===== src/rtl/spi_ureg_writer.sv =====
// spi_ureg_writer: SPI mode-0 slave that owns the 8x16-bit user register bank.
// Ports: clk/rst (sync, active-low); spi_sclk/spi_cs_n/spi_mosi async SPI inputs;
//   spi_miso/spi_miso_oe readback outputs; reg_lock blocks host writes;
//   user_register_o packed bank (addr a at [16a+15:16a]); wr_strobe/wr_addr
//   report commits; wr_reject sticky error cleared by wr_reject_clr.
// Build option: define SPI_READBACK_EN to serialize read frames onto spi_miso.
module spi_ureg_writer #(
    parameter int SYNC_STAGES = 2,
    parameter logic [127:0] RST_VALUE = 128'h0
) (
    input  logic         clk,
    input  logic         rst,
    input  logic         spi_sclk,
    input  logic         spi_cs_n,
    input  logic         spi_mosi,
    output logic         spi_miso,
    output logic         spi_miso_oe,
    input  logic         reg_lock,
    output logic [127:0] user_register_o,
    output logic         wr_strobe,
    output logic [2:0]   wr_addr,
    output logic         wr_reject,
    input  logic         wr_reject_clr
);
    typedef enum logic [1:0] {IDLE, CMD, DATA, DONE} state_t;
    state_t state, state_n;
    logic [SYNC_STAGES-1:0] sclk_sr, cs_sr, mosi_sr;
    logic [7:0][15:0] bank;
    logic [22:0] sh;
    logic [23:0] frame;
    logic [4:0] cnt;
    logic sclk_s, cs_s, mosi_s, sclk_d, sclk_rise, armed, shifting, last, commit;
    assign sclk_s = sclk_sr[SYNC_STAGES-1];
    assign cs_s = cs_sr[SYNC_STAGES-1];
    assign mosi_s = mosi_sr[SYNC_STAGES-1];
    assign sclk_rise = sclk_s & ~sclk_d;
    assign frame = {sh, mosi_s};
    assign shifting = (state == CMD || state == DATA) && sclk_rise;
    assign last = state == DATA && sclk_rise && cnt == 5'd23 && !cs_s;
    assign commit = last && frame[23] && frame[22:19] == 4'd0 && !reg_lock;
    assign user_register_o = bank;
    // armed stays low after reset until cs_n is seen high, so a frame cut by reset is never resumed
    always_ff @(posedge clk) begin
        if (!rst) begin
            state <= IDLE;
            {sclk_sr, mosi_sr, cs_sr} <= '0;
            sclk_d <= 1'b0;
            armed <= 1'b0;
            cnt <= 5'd0;
            sh <= '0;
            bank <= RST_VALUE;
            wr_strobe <= 1'b0;
            wr_addr <= 3'd0;
            wr_reject <= 1'b0;
        end else begin
            state <= state_n;
            sclk_sr <= {sclk_sr[SYNC_STAGES-2:0], spi_sclk};
            cs_sr <= {cs_sr[SYNC_STAGES-2:0], spi_cs_n};
            mosi_sr <= {mosi_sr[SYNC_STAGES-2:0], spi_mosi};
            sclk_d <= sclk_s;
            armed <= armed | cs_s;
            cnt <= state == IDLE ? 5'd0 : shifting ? cnt + 5'd1 : cnt;
            if (shifting) sh <= frame[22:0];
            wr_strobe <= commit;
            if (commit) begin
                bank[frame[18:16]] <= frame[15:0];
                wr_addr <= frame[18:16];
            end
            wr_reject <= (last && frame[23] && !commit) | (wr_reject & ~wr_reject_clr);
        end
    end
    always_comb begin
        state_n = state;
        case (state)
            IDLE: state_n = armed && !cs_s ? CMD : IDLE;
            CMD:  state_n = cs_s ? IDLE : sclk_rise && cnt == 5'd7 ? DATA : CMD;
            DATA: state_n = cs_s ? IDLE : last ? DONE : DATA;
            DONE: state_n = cs_s ? IDLE : DONE;
        endcase
    end
`ifdef SPI_READBACK_EN
    logic [15:0] so;
    logic rd, sclk_fall;
    assign sclk_fall = ~sclk_s & sclk_d;
    assign spi_miso_oe = armed & ~cs_s;
    always_ff @(posedge clk) begin
        if (!rst) begin
            so <= 16'd0;
            rd <= 1'b0;
            spi_miso <= 1'b0;
        end else begin
            if (state == CMD && sclk_rise && cnt == 5'd7) begin
                rd <= ~frame[7];
                so <= bank[frame[2:0]];
            end
            if (state == DATA && rd && sclk_fall) so <= {so[14:0], 1'b0};
            spi_miso <= state == DATA && rd ? (sclk_fall ? so[15] : spi_miso) : 1'b0;
        end
    end
`else
    assign spi_miso = 1'b0;
    assign spi_miso_oe = 1'b0;
`endif
endmodule


===== config.mk =====
export PLATFORM = sky130hd
export DESIGN_NAME = spi_ureg_writer
export DESIGN_NICKNAME = d
export VERILOG_FILES = /design/src/rtl/spi_ureg_writer.sv
export SDC_FILE = /design/constraint.sdc
export NUM_CORES = 1
export LEC_CHECK = 0
export ABC_AREA = 1
export BUFFER_PORTS_ARGS = -buffer_cell sky130_fd_sc_hd__buf_2
export CORE_MARGIN = 10
export CORE_UTILIZATION = 50
export CTS_BUF_LIST = sky130_fd_sc_hd__clkbuf_8
export CTS_CLUSTER_DIAMETER = 40
export DETAILED_ROUTE_END_ITERATION = 12
export GPL_TIMING_DRIVEN = 1
export MAX_ROUTING_LAYER = met4
export PLACE_DENSITY = 0.74
export SYNTH_ARGS = -nofsm -noshare
export SYNTH_HDL_FRONTEND = slang
export SYNTH_SLANG_ARGS = --single-unit
export TNS_END_PERCENT = 10

===== constraint.sdc =====
create_clock -name clk -period 1.89 [get_ports clk]
set_clock_uncertainty 0.15 [all_clocks]
set_input_delay 0.189 -clock clk [delete_from_list [all_inputs] [get_ports clk]]
set_output_delay 0.189 -clock clk [all_outputs]
set_load 0.01 [all_outputs]

# [Yosys cells after proc, flatten, opt, wreduce, memory -nomap -nowiden]
# Cells that the tools add are included.
[totals] romBits=0 reg_bits=171 ram_bits=0 latch_bits=0 mem_count=0 word_cells=62
[op_classes] muxes=10 div_mod_pow=0 n_addsub=1 n_shift=0 eq_ne=5 n_mul=0 n_reduce_logical=18 order_cmp=2 bitwise=7
[op_table] cell="bitwise mux 128 bit" n=1
[op_table] cell="demux 16 bit (select 3 bit)" n=1
[op_table] cell="2-to-1 mux 16 bit" n=1
[op_table] cell="logical AND 1 bit" n=11
[op_table] cell="2-to-1 mux 2 bit" n=4
[op_table] cell="one-hot mux 2 bit (4 select lines)" n=1
[op_table] cell="adder 5 x 1 -> 5 bit, second input constant" n=1
[op_table] cell="equality test 5 x 3 -> 1 bit, second input constant" n=1
[op_table] cell="equality test 5 bit, second input constant" n=1
[op_table] cell="equality test 2 bit, second input constant" n=2
[op_table] cell="zero test 4 bit" n=1
[op_table] cell="less-than comparator 3 x 4 -> 1 bit, second input constant" n=1
[op_table] cell="greater-or-equal comparator 3 x 1 -> 1 bit, second input constant" n=1
[op_table] cell="zero test 1 bit" n=3
[op_table] cell="NOT 1 bit" n=3
[op_table] cell="AND 1 bit" n=2
[op_table] cell="equality test 2 x 1 -> 1 bit, second input constant" n=1
[op_table] cell="zero test 2 bit" n=1
[op_table] cell="2-to-1 mux 1 bit" n=2
[op_table] cell="bitwise OR 1 bit" n=2
[op_table] cell="OR reduction 2 bit" n=1
[op_table] cell="logical OR 1 bit" n=1

# [Logic depth before layout (Yosys ltp)]
[logic_depth] ltp_word=11 mapped_depth=12 ltp_nobuf=10

# [Least setup slack after synthesis]
# No wires, ideal clock.
[synth_path] path_type="register to register" startpoint="reg state[0]" endpoint="reg bank (netlist bit user_register_o[85])" arrival_ps=1571 setup_slack_ps=105 path_stages_with_launch=13 path_buffers=2 setup_time_ps=64 synth_period_minus_slack_ps=1785 cell_sequence="dfxtp_1 -> inv_1 -> ha_1 -> nand2_2 -> nor2_2 -> nand3_2 -> nor2_4 -> buf_6 -> nand3_4 -> buf_6 -> nand2_2 -> inv_1 -> nor2_1"
[synth_between] elab_chain_len=7
[synth_lines] element="start, declared" line_no="26" source="state_t state, state_n;"
[synth_lines] element="start signal, assigned" line_no="56" source="state <= state_n;"
[synth_lines] element="equality test 2 bit" line_no="39" source="assign last = state == DATA && sclk_rise && cnt == 5'd23 && !cs_s;"
[synth_lines] element="logical AND 1 bit (3 in series)" line_no="39"
[synth_lines] element="logical AND 1 bit (3 in series)" line_no="40" source="assign commit = last && frame[23] && frame[22:19] == 4'd0 && !reg_lock;"
[synth_lines] element="end signal, assigned by index" line_no="66" source="bank[frame[18:16]] <= frame[15:0];"
[synth_lines] element="end, declared" line_no="28" source="logic [7:0][15:0] bank;"
# Every way passes these cells.
# A chain may end at the register's enable or synchronous reset.

# [Worst setup path after layout]
[layout_path] startpoint="reg cnt[0]" endpoint="reg bank (netlist bit user_register_o[114])"
[layout_between] elab_chain_len=6
[layout_lines] element="start, declared" line_no="31" source="logic [4:0] cnt;"
[layout_lines] element="start signal, assigned" line_no="62" source="cnt <= state == IDLE ? 5'd0 : shifting ? cnt + 5'd1 : cnt;"
[layout_lines] element="equality test 5 bit" line_no="39"
[layout_lines] element="logical AND 1 bit (2 in series)" line_no="39"
[layout_lines] element="logical AND 1 bit (3 in series)" line_no="40"
# Every way passes these cells.

==> results.ini <==
[status]
status=finished, violations left
violations=negative setup slack

[place]
placed_cell_area_sq_mm=0.00897
globalplace.congestion=0.809
dp_hpwl_mm=14.3
numPlacedInstances=1500
io_buffer_count=139

[floorplanning]
core-area_sq_mm=0.0158
pin_count=142
dieArea_sq_mm=0.0214
start_util_pct=50.6
rows=46
die_h_um=146
dieWidth_um=146

[critical_path]
cp-start-kind=flip-flop
end_kind=flip-flop
cp_max_fo=13
critical_path_class=flip-flop to flip-flop
rrSetupSlack_ns=-0.03
required_ns=2.11
cp.arrival_ns=2.14

[flow_run]
drv_cap=0

[power_and_ir_drop]
cellPowerDensity_mw_per_mm2=632
power.leakage_nw=4.84
worst_ir_drop_vdd_v=0.000525
power.total_w=0.00626

[global_routing]
grt_start_max_net_pins=154
grt_antenna_before_repair=0
grt_pass1_vias=6726
grt_pass1_wl_mm=35.3
grt-ovfl-total=0
grt_util_all_layers_pct=20.9

[logic_synthesis]
synth_cell_type_count=27
avgSynthCellArea_sq_um=6.74
syn_area_sq_mm=0.00798
synth_warnings=0
synth-seq-cells=171
synth_cells=1185
synth_seq_area_share_pct=42.9

[cts]
clkTransAtPathRegs_ns=0.09
cts_sinks=171
root_buffer=clkbuf_8
clock_path_buffers=2
insertion_delay_ns=0.48
cts_tree=built
h-tree-depth=4
numCtsBuffers=17

[sta]
tightest_slew_ns=0.674
fin_ws_ns=-0.0255
finalCritPeriodShare_pct=101
finalMaxSlewViolations=0
finalSetupTns_ns=-0.136
hold_viol_final=0
fmaxAchievable_mhz=522
period_needed_ns=1.92
rsz0062_at_grt=yes
setup_viol=10
slew_headroom_pct=55.0

[drt]
first_pass_iters=5
first_iter_violations=795
remaining_drc_errors=0
routed_wl_mm=24.0
wl_per_cell_um=15.4
via_count=7617
ant_nets=0
routed_via_density=4.87

[cells_and_area]
drive_gt1_share_pct=21.7
seqCellArea_sq_mm=0.00343
nets=1347
finalInstanceArea_sq_mm=0.00991
final_common_cell=inv_1
instances_no_fill=1563
final_cell_mix=inv_1, nand2_1, dfxtp_1
multi_input_area_sq_mm=0.00321
antenna_cells=0
fillers=1445
areaGrowthSynthToFinish_pct=24.2

[min_path]
hold_path.class=flip-flop to flip-flop

## logic make-up after synthesis
logic type	count (synthesis)	share of synthesized area, %
flip-flops	171	42.9
AO/OA/AOI/OAI	57	3.61
other	1	0.0470
adder cells (fa/ha/maj)	6	0.941
buffers and inverters	372	18.5
AND/OR/NAND/NOR	578	34.0
## repair_timing
action	CTS	global route
endpoints found under the hold margin	12	0
pin swaps	0	14
resized for setup	7	36
hold buffers	9	0
buffers inserted	0	10
gates cloned	1	11
endpoints found under the setup margin	65	152
## state kept, by name (all words and copies together) (netlist names)
name             cells
armed                1
mosi_sr              2
cs_sr                2
wr_strobe            1
wr_addr              3
sclk_d               1
sclk_sr              2
cnt                  5
user_register_o    128
state                2
wr_reject            1
sh                  23
## stage by stage
stage	util [%]	hold slack (ns)	setup slack (ns)
after global placement	56.9	0.223	0.0225
after CTS	60.0	0.263	-0.00779
after detailed placement	56.9	0.225	-0.0340
after floorplan	-	0.137	0.105
after global routing	62.8	0.296	-0.120
final	62.8	0.259	-0.0255
## critical path, cell delays in order, from the launching register on
cell and delay (ns):
dfxtp_2 0.36, ha_4 0.14, nand2_2 0.06, nor2_4 0.16, nand4_1 0.15, nor2_4 0.20
buf_12 0.18, clkbuf_16 0.18, nand4_1 0.10, nand2_1 0.09, nor2_1 0.05
## layer usage
layer	vias up	routed length (um)	track usage, %
met3	31	1580	4.91
met5	-	0	-
li1	3884	-	-
met1	3449	10400	25.5
met4	0	391	7.46
met2	253	11700	33.1
## synth_stat cells
cell      instances  area [sq um]
ha_1              6          75.1
nor3b_1           3          22.5
clkinv_1         18          67.6
a31oi_1           2          12.5
conb_1            1          3.75
dfxtp_1         171          3420
nor2_2            4          25.0
clkbuf_1         36           135
a21oi_1          29           145
inv_1           278          1040
nand3_1          10          50.1
inv_2             1          3.75
nand3_4           5          87.6
nand3_2           2          20.0
nand2_2          31           194
nor2_1          137           514
buf_1             9          33.8
or2_1             1          6.26
nand2_1         247           927
nand4_1         131           820
o21ai_0          26           130
and3_1            1          6.26
buf_6             6          67.6
buf_4             2          15.0
nor2_4            2          22.5
buf_2            22           110
nor3_1            4          20.0
## worst paths after layout
path / to / cells past startpoint / from
max: user_register_o[114] / 10 / cnt[0]
min: sclk_sr[1] / 2 / sclk_sr[0]
max reg2reg: user_register_o[114] / 10 / cnt[0]
min reg2reg: sclk_sr[1] / 2 / sclk_sr[0]
## cell type report
type	instances	share of cell area, %
sequential	171	34.6
multi-input combinational	645	32.4
timing repair buffer	202	15.4
clock inverter	12	0.846
inverter	297	11.2
tap	216	2.73
clock buffer	20	2.78
## power breakdown
group | internal, W | leakage (nW) | total (W) | switching (W)
combinational | 0.0000744 | 3.25 | 0.000224 | 0.000149
clock | 0.00111 | 0.200 | 0.00242 | 0.00131
sequential | 0.00361 | 1.38 | 0.00362 | 0.00000574
total | 0.00480 | 4.84 | 0.00626 | 0.00147
Note: power is estimated with default switching activity, not from simulation.
